## src/rtl/video_pixel_pkg.sv

```systemverilog
// Shared pixel-format field layout for the RGB565 <-> XRGB8888 conversion blocks.
package video_pixel_pkg;

    // RGB565 field positions within a 16-bit pixel
    localparam int RGB565_R_LSB = 11;
    localparam int RGB565_R_W   = 5;
    localparam int RGB565_G_LSB = 5;
    localparam int RGB565_G_W   = 6;
    localparam int RGB565_B_LSB = 0;
    localparam int RGB565_B_W   = 5;
    localparam int RGB565_W     = 16;

    // XRGB8888 field positions within a 32-bit pixel; X byte is always zero
    localparam int XRGB_X_LSB = 24;
    localparam int XRGB_R_LSB = 16;
    localparam int XRGB_G_LSB = 8;
    localparam int XRGB_B_LSB = 0;
    localparam int XRGB_CH_W  = 8;
    localparam int XRGB_W     = 32;

endpackage

```

## src/rtl/rgb565_expand.sv

```systemverilog
// Purely combinational RGB565 -> XRGB8888 expansion of one pixel.
// Each channel is widened by replicating its top bits into the new LSBs,
// so full-scale inputs map to 0xFF and zero stays zero.
module rgb565_expand
    import video_pixel_pkg::*;
(
    input  logic [RGB565_W-1:0] pixel,
    output logic [XRGB_W-1:0]   xrgb
);

    logic [RGB565_R_W-1:0] r5;
    logic [RGB565_G_W-1:0] g6;
    logic [RGB565_B_W-1:0] b5;

    assign r5 = pixel[RGB565_R_LSB +: RGB565_R_W];
    assign g6 = pixel[RGB565_G_LSB +: RGB565_G_W];
    assign b5 = pixel[RGB565_B_LSB +: RGB565_B_W];

    // Assemble the widened channels; the X byte stays zero
    always_comb begin
        xrgb = '0;
        xrgb[XRGB_R_LSB +: XRGB_CH_W] = {r5, r5[4:2]};
        xrgb[XRGB_G_LSB +: XRGB_CH_W] = {g6, g6[5:4]};
        xrgb[XRGB_B_LSB +: XRGB_CH_W] = {b5, b5[4:2]};
    end

endmodule

```

## src/rtl/rgb16to32.sv

```systemverilog
// Stream converter: one 64-bit beat of four RGB565 pixels in, up to two
// 64-bit beats of two XRGB8888 pixels each out. The held source beat lives
// in a register and all dst outputs are decoded from registered state only.
// Only DATA_WIDTH = 64 is meaningful.
module rgb16to32
    import video_pixel_pkg::*;
#(
    parameter int DATA_WIDTH = 64,
    parameter int DEST_WIDTH = 1,
    parameter int USER_WIDTH = 1,
    parameter int ID_WIDTH   = 1
) (
    input  logic                    aclk,
    input  logic                    aresetn,

    input  logic                    src_t_valid,
    output logic                    src_t_ready,
    input  logic [DATA_WIDTH-1:0]   src_t_data,
    input  logic [DATA_WIDTH/8-1:0] src_t_strb,
    input  logic [DATA_WIDTH/8-1:0] src_t_keep,
    input  logic                    src_t_last,
    input  logic [DEST_WIDTH-1:0]   src_t_dest,
    input  logic [ID_WIDTH-1:0]     src_t_id,
    input  logic [USER_WIDTH-1:0]   src_t_user,

    output logic                    dst_t_valid,
    input  logic                    dst_t_ready,
    output logic [DATA_WIDTH-1:0]   dst_t_data,
    output logic [DATA_WIDTH/8-1:0] dst_t_strb,
    output logic [DATA_WIDTH/8-1:0] dst_t_keep,
    output logic                    dst_t_last,
    output logic [DEST_WIDTH-1:0]   dst_t_dest,
    output logic [ID_WIDTH-1:0]     dst_t_id,
    output logic [USER_WIDTH-1:0]   dst_t_user
);

    typedef enum logic [1:0] {
        EMPTY = 2'd0,
        LO    = 2'd1,
        HI    = 2'd2
    } state_t;

    state_t                  state_reg, state_next;
    logic [DATA_WIDTH-1:0]   data_reg, data_next;
    logic                    last_reg, last_next;
    logic                    upper_reg, upper_next;
    logic                    ready_int;

    logic [XRGB_W-1:0]       half;
    logic [1:0][XRGB_W-1:0]  px;

    // Sideband fields that carry no information for this conversion
    logic unused_inputs;
    assign unused_inputs = ^{src_t_strb, src_t_keep[3:0], src_t_dest, src_t_id, src_t_user};

    // State and held-beat registers; reset discards any beat in flight
    always_ff @(posedge aclk or negedge aresetn) begin
        if (!aresetn) begin
            state_reg <= EMPTY;
            data_reg  <= '0;
            last_reg  <= 1'b0;
            upper_reg <= 1'b0;
        end else begin
            state_reg <= state_next;
            data_reg  <= data_next;
            last_reg  <= last_next;
            upper_reg <= upper_next;
        end
    end

    // Next-state logic; the last output beat of a source beat may overlap
    // with accepting the next source beat so the stream never bubbles
    always_comb begin
        state_next = state_reg;
        data_next  = data_reg;
        last_next  = last_reg;
        upper_next = upper_reg;
        ready_int  = 1'b0;
        case (state_reg)
            EMPTY: ready_int = 1'b1;
            LO:    ready_int = dst_t_ready && !upper_reg;
            HI:    ready_int = dst_t_ready;
            default: ready_int = 1'b0;
        endcase

        case (state_reg)
            EMPTY: begin
                if (src_t_valid) begin
                    state_next = LO;
                end
            end
            LO: begin
                if (dst_t_ready) begin
                    if (upper_reg) begin
                        state_next = HI;
                    end else begin
                        state_next = src_t_valid ? LO : EMPTY;
                    end
                end
            end
            HI: begin
                if (dst_t_ready) begin
                    state_next = src_t_valid ? LO : EMPTY;
                end
            end
            default: state_next = EMPTY;
        endcase

        if (ready_int && src_t_valid) begin
            data_next  = src_t_data;
            last_next  = src_t_last;
            upper_next = |src_t_keep[7:4];
        end
    end

    // No source acceptance while reset is held
    assign src_t_ready = aresetn && ready_int;

    // Select the half of the held beat currently being presented
    assign half = (state_reg == HI) ? data_reg[63:32] : data_reg[31:0];

    for (genvar gi = 0; gi < 2; gi++) begin : g_px
        rgb565_expand u_expand (
            .pixel (half[RGB565_W*gi +: RGB565_W]),
            .xrgb  (px[gi])
        );
    end

    assign dst_t_data  = px;
    assign dst_t_valid = (state_reg != EMPTY);
    assign dst_t_last  = last_reg && ((state_reg == HI) || (state_reg == LO && !upper_reg));
    assign dst_t_keep  = '1;
    assign dst_t_strb  = '1;
    assign dst_t_dest  = '0;
    assign dst_t_id    = '0;
    assign dst_t_user  = '0;

endmodule

```

## config.mk

```make
export PLATFORM = sky130hd
export DESIGN_NAME = rgb16to32
export DESIGN_NICKNAME = d
export VERILOG_FILES = /design/src/rtl/video_pixel_pkg.sv /design/src/rtl/rgb565_expand.sv /design/src/rtl/rgb16to32.sv
export SDC_FILE = /design/constraint.sdc
export NUM_CORES = 1
export LEC_CHECK = 0
export BUFFER_PORTS_ARGS = -buffer_cell sky130_fd_sc_hd__buf_4
export CORE_MARGIN = 5
export CORE_UTILIZATION = 25
export DETAILED_ROUTE_END_ITERATION = 16
export HOLD_SLACK_MARGIN = 0.15
export SETUP_SLACK_MARGIN = 0.5
export SLEW_MARGIN = 20
export SYNTH_ARGS = -nofsm -noshare
export SYNTH_HDL_FRONTEND = slang
export SYNTH_SLANG_ARGS = --single-unit
```

## constraint.sdc

```tcl
create_clock -name aclk -period 1.7 [get_ports aclk]
set_input_delay 0.085 -clock aclk [delete_from_list [all_inputs] [get_ports aclk]]
set_output_delay 0.085 -clock aclk [all_outputs]
set_load 0.005 [all_outputs]
```

==> impl_metrics.json, run 1 <==
{
  "syn_avg_cell_area_um2": 13.8,
  "combPwrFrac_pct": 51.5,
  "wire_per_inst_um": 15.5,
  "rr_endpoint": "data_reg[2]",
  "dp_hpwl_um": 5260,
  "fmax_mhz": 590,
  "vdd.ir_drop.worst_mv": 0.793,
  "finalWeightedCongestion": 0.650,
  "fp-row-count": 42,
  "clkPwrFrac_pct": 18.5,
  "yosys.area.top_type": "dfrtp_1",
  "drc": 0,
  "antenna_cells": 0,
  "endpoint_kind": "flip-flop",
  "power_mw": 9.55,
  "fin_worst_skew_ps": 5.30,
  "io_buffers": 123,
  "drive_above_1_share_pct": 56.4,
  "status": "finished clean",
  "p_leak_nw": 2.73,
  "power.switching_mw": 2.72,
  "cts_tree": "yes",
  "ys_seq_elements": 68,
  "final_cell_mix": "buf_4, dlygate4sd3_1, dfrtp_1, mux2_2",
  "nNetsFinal": 523,
  "synth_warnings": 0,
  "ys_top_cells_by_area": "dfrtp_1, mux2_2, buf_4",
  "cts_buffers": 9,
  "ant_nets": 0,
  "ys_types": 20,
  "ys_seq_area_share_pct": 50.4,
  "die_height_um": 126,
  "swShare_pct": 28.4,
  "r2r_cells": 5,
  "period_share_pct": 99.7,
  "vias": 2501,
  "numClockSinks": 68,
  "min_path_type": "in2reg",
  "layout_commonest_cell": "buf_4",
  "avgViaCountPerCell": 4.06,
  "largest_reg_flops": 64,
  "power.density_nw_per_um2": 1670,
  "hold_violations": 0,
  "required_ps": 1920,
  "cap_violations": 0,
  "regToRegStartpoint": "state_reg[1]",
  "cts_buffer_depth": 2,
  "drv_slew": 0,
  "top_level_ports": 174,
  "postCtsHoldBufs": 68,
  "worst_slack_ps": 5.47,
  "post-route-min-period_ps": 1690,
  "fp.coreArea_um2": 13200,
  "syn2layout_area_growth_pct": 69.6,
  "crit_end": "data_reg[2]",
  "initial_core_util_pct": 25.5,
  "cts-root-buf": "clkbuf_16",
  "crit_fanout": 7,
  "h-tree-depth": 3,
  "pre_cts_ws_ps": 72.1,
  "track_usage_pct": 11.1,
  "critical_path_arrival_ps": 1910,
  "grt_antenna_before_repair": 0,
  "grt_max_degree": 69,
  "clk_pin_slew_ps": 50,
  "grt_pass1_wl_um": 13800,
  "grt_overflow": 0,
  "fp.dieW_um": 126,
  "reg2reg_setup_slack_ps": 5,
  "rsz0062_at_grt": "true",
  "worstSetupStartpoint": "state_reg[1]",
  "drtPass1Iterations": 3,
  "path_class": "reg2reg",
  "routed_wl_um": 9530,
  "intPower_mw": 6.84,
  "pwr-share-seq_pct": 30.0,
  "syn_inst": 244,
  "syn_area_um2": 3380,
  "finalSetupViolations": 0,
  "drt_iter0_drc": 44,
  "dieArea_um2": 15900,
  "cp-start-kind": "flip-flop",
  "yosysTopAreaCellShare_pct": 50.4,
  "clock_latency_ps": 340,
  "grt_pass1_vias": 2740
}
[through the flow]
step | hold slack, ps | std cells | util [%] | cell area [um2] | TNS [ps]
floorplan | -211 | 277 | - | 3530 | 0
finish | 96.7 | 616 | 43.3 | 5730 | 0
global route | 101 | 616 | 43.3 | 5730 | -2190
CTS | 76.6 | 607 | 41.7 | 5520 | -0.590
detailed placement | 160 | 519 | 32.2 | 4260 | 0
global placement | 158 | 519 | 32.2 | 4260 | 0
[area by class of cell]
class	instances	area, um2
clock buffers	15	278
repair buffers	209	2030
inverters	1	3.75
well taps	176	220
fillers	1208	7510
multi-input cells	146	1490
flip-flops and latches	68	1700
clock inverters	1	5.00
[synth_stat cells (all sizes together)]
master and number:
and2 1, buf 61, clkbuf 1, conb 2, dfrtp 68, inv 1, mux2 98, nand2 1
nand2b 2, nor2 1, nor2b 1, nor3b 1, o21ai 2, o22ai 1, o31a 1, o31ai 1
or4 1
[worst max-delay path, stage by stage (launching register included)]
cell       delay [ps]
dfrtp_2           430
nor3b_2            80
o31ai_4           320
buf_8             220
clkbuf_16         190
mux2_2            330
[cell families (layout without fill, tap and decap cells)]
kind of cell | after synthesis | after routing | share of synthesized area [%]
flops | 68 | 68 | 50.4
compound gates | 5 | 5 | 1.37
simple gates | 8 | 8 | 1.56
mux | 98 | 98 | 32.7
other cells | 2 | 35 | 0.222
buf+inv | 63 | 226 | 13.8
[what timing repair did]
item	in CTS	in global routing
resized for setup	66	18
endpoints found under the setup margin	118	118
setup buffers	2	3
pin swaps	0	1
hold endpoints to repair	136	1
gates cloned	2	6
[how the worst min path moves through the flow]
| stage | start | to | depth (start not counted) |
|---|---|---|---|
| after detailed placement | aresetn | data_reg[56] | 2 |
| after global placement | aresetn | data_reg[56] | 2 |
| after floorplan | aresetn | data_reg[0] | 0 |
| final | src_t_keep[5] | upper_reg | 3 |
| after CTS | src_t_keep[7] | upper_reg | 3 |
| after global routing | src_t_keep[5] | upper_reg | 3 |
[routing by layer]
| metal | part of all wire, % | routed length [um] | track usage [%] |
|---|---|---|---|
| met4 | 1.7 | 162 | 4.35 |
| met1 | 38 | 3670 | 12.1 |
| met3 | 7.4 | 707 | 4.36 |
| met2 | 52 | 4990 | 19.5 |
| met5 | 0 | 0 | 0 |
[power by group through the flow]
stage	Combinational, mW	Clock, mW	Sequential (mW)
6_report	4.92	1.76	2.87
5_1_grt	5.26	1.89	2.98
3_5_place_dp	3.55	0	2.84
4_1_cts	4.53	1.83	2.85
2_1_floorplan	2.37	0	2.71
3_3_place_gp	3.50	0	2.78
Note: power is estimated with default switching activity, not from simulation.
==> run 2, diff against run 1 <==
Settings changed: CORE_UTILIZATION 25 to 45, PLACE_DENSITY set to 0.79.
==> run 2 against run 1 <==
Effect of this change:
- utilization is 31 points higher
- critical endpoint is now data_reg[14]
- hold slack better by 8.2 ps
- register-to-register slack better by 20 ps
- wire length is 5.8% lower
- critical path depth is 1 higher
- setup slack better by 24 ps
- combinational power is 5.7% lower
- clock power is 34% lower
- final cell count is 14% lower
- critical path type unchanged
- largest power group unchanged
- via count is 2.8% lower
- sequential cell count stayed put
==> impl_metrics.json, run 2 (synthesis gave the netlist of run 1 again) <==
{
  "vdd.ir_drop.worst_mv": 0.966,
  "finalSetupViolations": 0,
  "worst_pin_slew_ps": 608,
  "grt_max_degree": 69,
  "whs_ps": 105,
  "nNetsFinal": 517,
  "regToRegStartpoint": "state_reg[1]",
  "fmax_mhz": 599,
  "finalWeightedCongestion": 0.690,
  "avgViaCountPerCell": 4.57,
  "worst_slack_ps": 29.8,
  "dr_wl_met3_um": 655,
  "period_share_pct": 98.2,
  "h-tree-depth": 3,
  "whs_endpoint": "upper_reg",
  "setup_tns_ps": 0,
  "required_ps": 1910,
  "reg2reg_setup_slack_ps": 30,
  "post-route-min-period_ps": 1670,
  "cts_tree": "yes",
  "power_mw": 8.65,
  "numClockSinks": 68,
  "die_height_um": 96.6,
  "fp.coreArea_um2": 7290,
  "drt_iter0_drc": 38,
  "cts_buffers": 9,
  "status": "finished clean",
  "cp-start-kind": "flip-flop",
  "grt_overflow": 0,
  "rsz0062_at_grt": "true",
  "initial_core_util_pct": 46.3,
  "rr_endpoint": "data_reg[14]",
  "hold_violations": 0,
  "track_usage_pct": 18.1,
  "highest_layer": "met4",
  "r2r_cells": 6,
  "dieArea_um2": 9340,
  "crit_fanout": 13,
  "drt-met1-wl_um": 3550,
  "pre_cts_ws_ps": 61.0,
  "worstSetupStartpoint": "state_reg[1]",
  "hold_depth": 3,
  "min_path_type": "in2reg",
  "clk_pin_slew_ps": 60,
  "critical_path_arrival_ps": 1880,
  "p_leak_nw": 2.63,
  "slew_headroom_pct": 59.5,
  "fp.dieW_um": 96.6,
  "grt_pass1_wl_um": 13700,
  "grt_pass1_vias": 2706,
  "fp-row-count": 31,
  "syn2layout_area_growth_pct": 59.3,
  "drtPass1Iterations": 4,
  "top_level_ports": 174,
  "ant_nets": 0,
  "routed_wl_um": 8980,
  "cts-root-buf": "clkbuf_8",
  "drc": 0,
  "fin_worst_skew_ps": 8.85,
  "final_cell_mix": "buf_4, dlygate4sd3_1, dfrtp_1, mux2_2, mux2_4",
  "power.density_nw_per_um2": 1610,
  "postCtsHoldBufs": 68,
  "largest_reg_flops": 64,
  "layout_commonest_cell": "buf_4",
  "drive_above_1_share_pct": 55.9,
  "antenna_cells": 0,
  "cap_violations": 0,
  "clock_latency_ps": 330,
  "grt_antenna_before_repair": 0,
  "min-delay-start": "src_t_keep[5]",
  "cts_buffer_depth": 2,
  "dp_hpwl_um": 4950,
  "wire_per_inst_um": 16.9,
  "vias": 2430,
  "io_buffers": 123,
  "endpoint_kind": "flip-flop",
  "dr_wl_met2_um": 4610,
  "drv_slew": 0,
  "path_class": "reg2reg"
}
## run 2: changes by cell type in the layout (fill, tap and decap cells not counted), sizes merged
cell,delta
buf,-4
clkbuf,-4
clkinv,+1
## run 2: through the flow
stage	utilization (%)	cell area, um2	std cells
2_1_floorplan	-	3530	277
3_3_place_gp	57.0	4160	442
3_5_place_dp	57.0	4160	442
4_1_cts	70.3	5130	530
5_1_grt	73.8	5380	532
6_report	73.8	5380	532
## run 2: layout make-up
cell class                 count  area (um2)
clock buffer                  13         159
multi-input combinational    146        1500
timing repair buffer         203        1880
tap                           99         124
sequential                    68        1700
inverter                       1        3.75
fill                         508        1910
clock inverter                 2        10.0
## run 2: worst max path at each step
stage / slack (ps) / endpoint / depth (start not counted)
after CTS: 10 / dst_t_data[2] / 4
after global placement: 100 / data_reg[47] / 4
after global routing: -20 / dst_t_data[7] / 4
after floorplan: 230 / data_reg[15] / 5
final: 30 / data_reg[14] / 6
after detailed placement: 60 / data_reg[46] / 4
## run 2: report_power, final
| part | total (mW) | leakage (nW) | internal [mW] | switching (mW) |
|---|---|---|---|---|
| clock network | 1.16 | 0.0893 | 0.598 | 0.564 |
| registers | 2.85 | 0.790 | 2.43 | 0.420 |
| logic | 4.64 | 1.75 | 3.05 | 1.59 |
| total | 8.65 | 2.63 | 6.08 | 2.57 |
## run 2: critical path, stage by stage (launching register included)
cell,delay (ps)
dfrtp_2,410
buf_6,130
nor2_4,40
o31ai_4,270
buf_12,180
clkbuf_16,180
mux2_2,340
## run 2: per-layer routing
metal  global-route usage (%)  up-vias
li1                         -     1128
met1                     21.0     1179
met2                     31.2      107
met3                     6.12       16
met4                     6.37        0
met5                        0        -
## run 2: what timing repair did
action / 4_1_cts / 5_1_grt
endpoints found under the setup margin: 118 / 186
endpoints found under the hold margin: 136 / 1
buffers inserted: 3 / 0
gates cloned: 2 / 2
pin swaps: 2 / 0
gates resized for setup: 9 / 55
==> run 3, diff against run 2 <==
Settings changed: BUFFER_PORTS_ARGS -buffer_cell sky130_fd_sc_hd__buf_4 to not set, CAP_MARGIN set to 0, CELL_PAD_IN_SITES_DETAIL_PLACEMENT set to 1, CELL_PAD_IN_SITES_GLOBAL_PLACEMENT set to 1, DONT_BUFFER_PORTS set to 1, PLACE_DENSITY 0.79 to not set, PLACE_DENSITY_LB_ADDON set to 0.1.
==> run 3 against run 2 <==
Effect of this change:
- the run now ends with hold timing left
- first-iteration DRC count is 29% lower
- hold slack worse by 660 ps
- utilization is 13 points lower
- clock skew is 4.9 ps lower
==> impl_metrics.json, run 3 (synthesis gave the netlist of run 1 again) <==
{
  "grt_pass1_vias": 2323,
  "rr_endpoint": "data_reg[57]",
  "drt_iter0_drc": 27,
  "vdd.ir_drop.worst_mv": 0.725,
  "regToRegStartpoint": "state_reg[0]",
  "top_level_ports": 174,
  "avgViaCountPerCell": 4.90,
  "io_buffers": 0,
  "cap_violations": 0,
  "status": "finished with violations",
  "reg2reg_setup_slack_ps": 100,
  "dp_hpwl_um": 4590,
  "antenna_cells": 0,
  "syn2layout_area_growth_pct": 31.0,
  "nNetsFinal": 396,
  "wire_per_inst_um": 21.4,
  "drtPass1Iterations": 4,
  "setup_tns_ps": 0,
  "hold_violations": 68,
  "fin_worst_skew_ps": 3.91,
  "cts_buffer_depth": 2,
  "grt_max_degree": 70,
  "initial_core_util_pct": 46.3,
  "finalWeightedCongestion": 0.640,
  "post-route-min-period_ps": 1600,
  "cts_buffers": 9,
  "min_path_type": "in2async",
  "crit_fanout": 16,
  "fp-row-count": 31,
  "largest_reg_flops": 64,
  "critical_path_arrival_ps": 1810,
  "track_usage_pct": 17.4,
  "endpoint_kind": "flip-flop",
  "cp-start-kind": "flip-flop",
  "cts-root-buf": "clkbuf_8",
  "fp.coreArea_um2": 7290,
  "intPower_mw": 5.06,
  "swShare_pct": 31.0,
  "layout_commonest_cell": "dlygate4sd3_1",
  "r2r_cells": 6,
  "power.switching_mw": 2.28,
  "cts_tree": "yes",
  "rsz0062_at_grt": "true",
  "final_cell_mix": "dlygate4sd3_1, dfrtp_1, mux2_2, conb_1, mux2_4",
  "drc": 0,
  "p_leak_nw": 1.97,
  "drive_above_1_share_pct": 36.9,
  "grt_antenna_before_repair": 0,
  "whs_ps": -552,
  "grt_overflow": 0,
  "routed_wl_um": 8790,
  "clk_pin_slew_ps": 70,
  "h-tree-depth": 3,
  "path_class": "reg2reg",
  "pwr-share-seq_pct": 39.5,
  "vias": 2013,
  "dieArea_um2": 9340,
  "drv_slew": 0,
  "fp.dieW_um": 96.6,
  "grt_pass1_wl_um": 12800,
  "fmax_mhz": 624,
  "clock_latency_ps": 320,
  "finalSetupViolations": 0,
  "numClockSinks": 68,
  "required_ps": 1910,
  "violations": "hold timing",
  "period_share_pct": 94.3,
  "power.density_nw_per_um2": 1660,
  "fin_util_pct": 60.7,
  "ant_nets": 0,
  "combPwrFrac_pct": 42.1,
  "clkPwrFrac_pct": 18.4,
  "die_height_um": 96.6
}
[run 3: cell types whose count changed in the layout (fill, tap and decap cells not counted), sizes merged]
cell    before  now
buf        133   11
bufinv       0    1
clkbuf      15   17
clkinv       2    0
[run 3: area by class of cell]
cell class / instances / area [um2]
Multi-Input combinational cell: 146 / 1420
Fill cell: 731 / 2870
Tap cell: 99 / 124
Sequential cell: 68 / 1700
Clock inverter: 1 / 30.0
Timing Repair Buffer: 82 / 967
Inverter: 1 / 3.75
Clock buffer: 14 / 173
[run 3: repair_timing]
action	CTS	global route
pin swaps	1	1
hold buffers	67	1
gates resized for setup	6	25
endpoints found under the hold margin	136	71
cloned	4	3
buffers inserted	3	1
endpoints found under the setup margin	118	118
[run 3: critical path: stages (launching register included)]
cell and delay (ps):
dfrtp_1 360, buf_6 120, nor2b_4 40, o31ai_4 250, buf_6 190, buf_12 170, mux2_2 350
[run 3: metrics by stage]
| stage | cells | hold slack [ps] | area [um2] | power [mW] | setup slack (ps) |
|---|---|---|---|---|---|
| final | 411 | -552 | 4430 | 7.33 | 96.3 |
| after global routing | 411 | -581 | 4430 | 7.77 | 21.2 |
| after CTS | 406 | -576 | 4240 | 6.93 | 58.9 |
| after detailed placement | 317 | -208 | 3230 | 5.14 | 63.8 |
| after global placement | 317 | -209 | 3230 | 4.99 | 135 |
| after floorplan | 277 | -211 | 3530 | 5.08 | 228 |
[run 3: power by group through the flow]
stage	logic, mW	clock network, mW	registers [mW]
global placement	2.20	0	2.78
detailed placement	2.28	0	2.86
CTS	2.71	1.39	2.83
finish	3.09	1.35	2.90
floorplan	2.37	0	2.71
global route	3.32	1.47	2.99
[run 3: worst max-delay path by stage]
stage	from	end	slack (ps)
2_1_floorplan	upper_reg	data_reg[15]	230
3_3_place_gp	state_reg[1]	data_reg[3]	140
3_5_place_dp	state_reg[1]	data_reg[49]	60
4_1_cts	state_reg[0]	data_reg[17]	60
5_1_grt	state_reg[0]	data_reg[53]	20
6_report	state_reg[0]	data_reg[57]	100
[run 3: per-layer routing]
metal,wire length (um),share of wire (%),global-route usage (%),vias up
li1,-,-,-,879
met1,3330,38,18.7,1033
met2,4790,54,31.7,94
met3,596,6.8,6.12,7
met4,72,0.82,5.51,0
met5,0,0,0,-
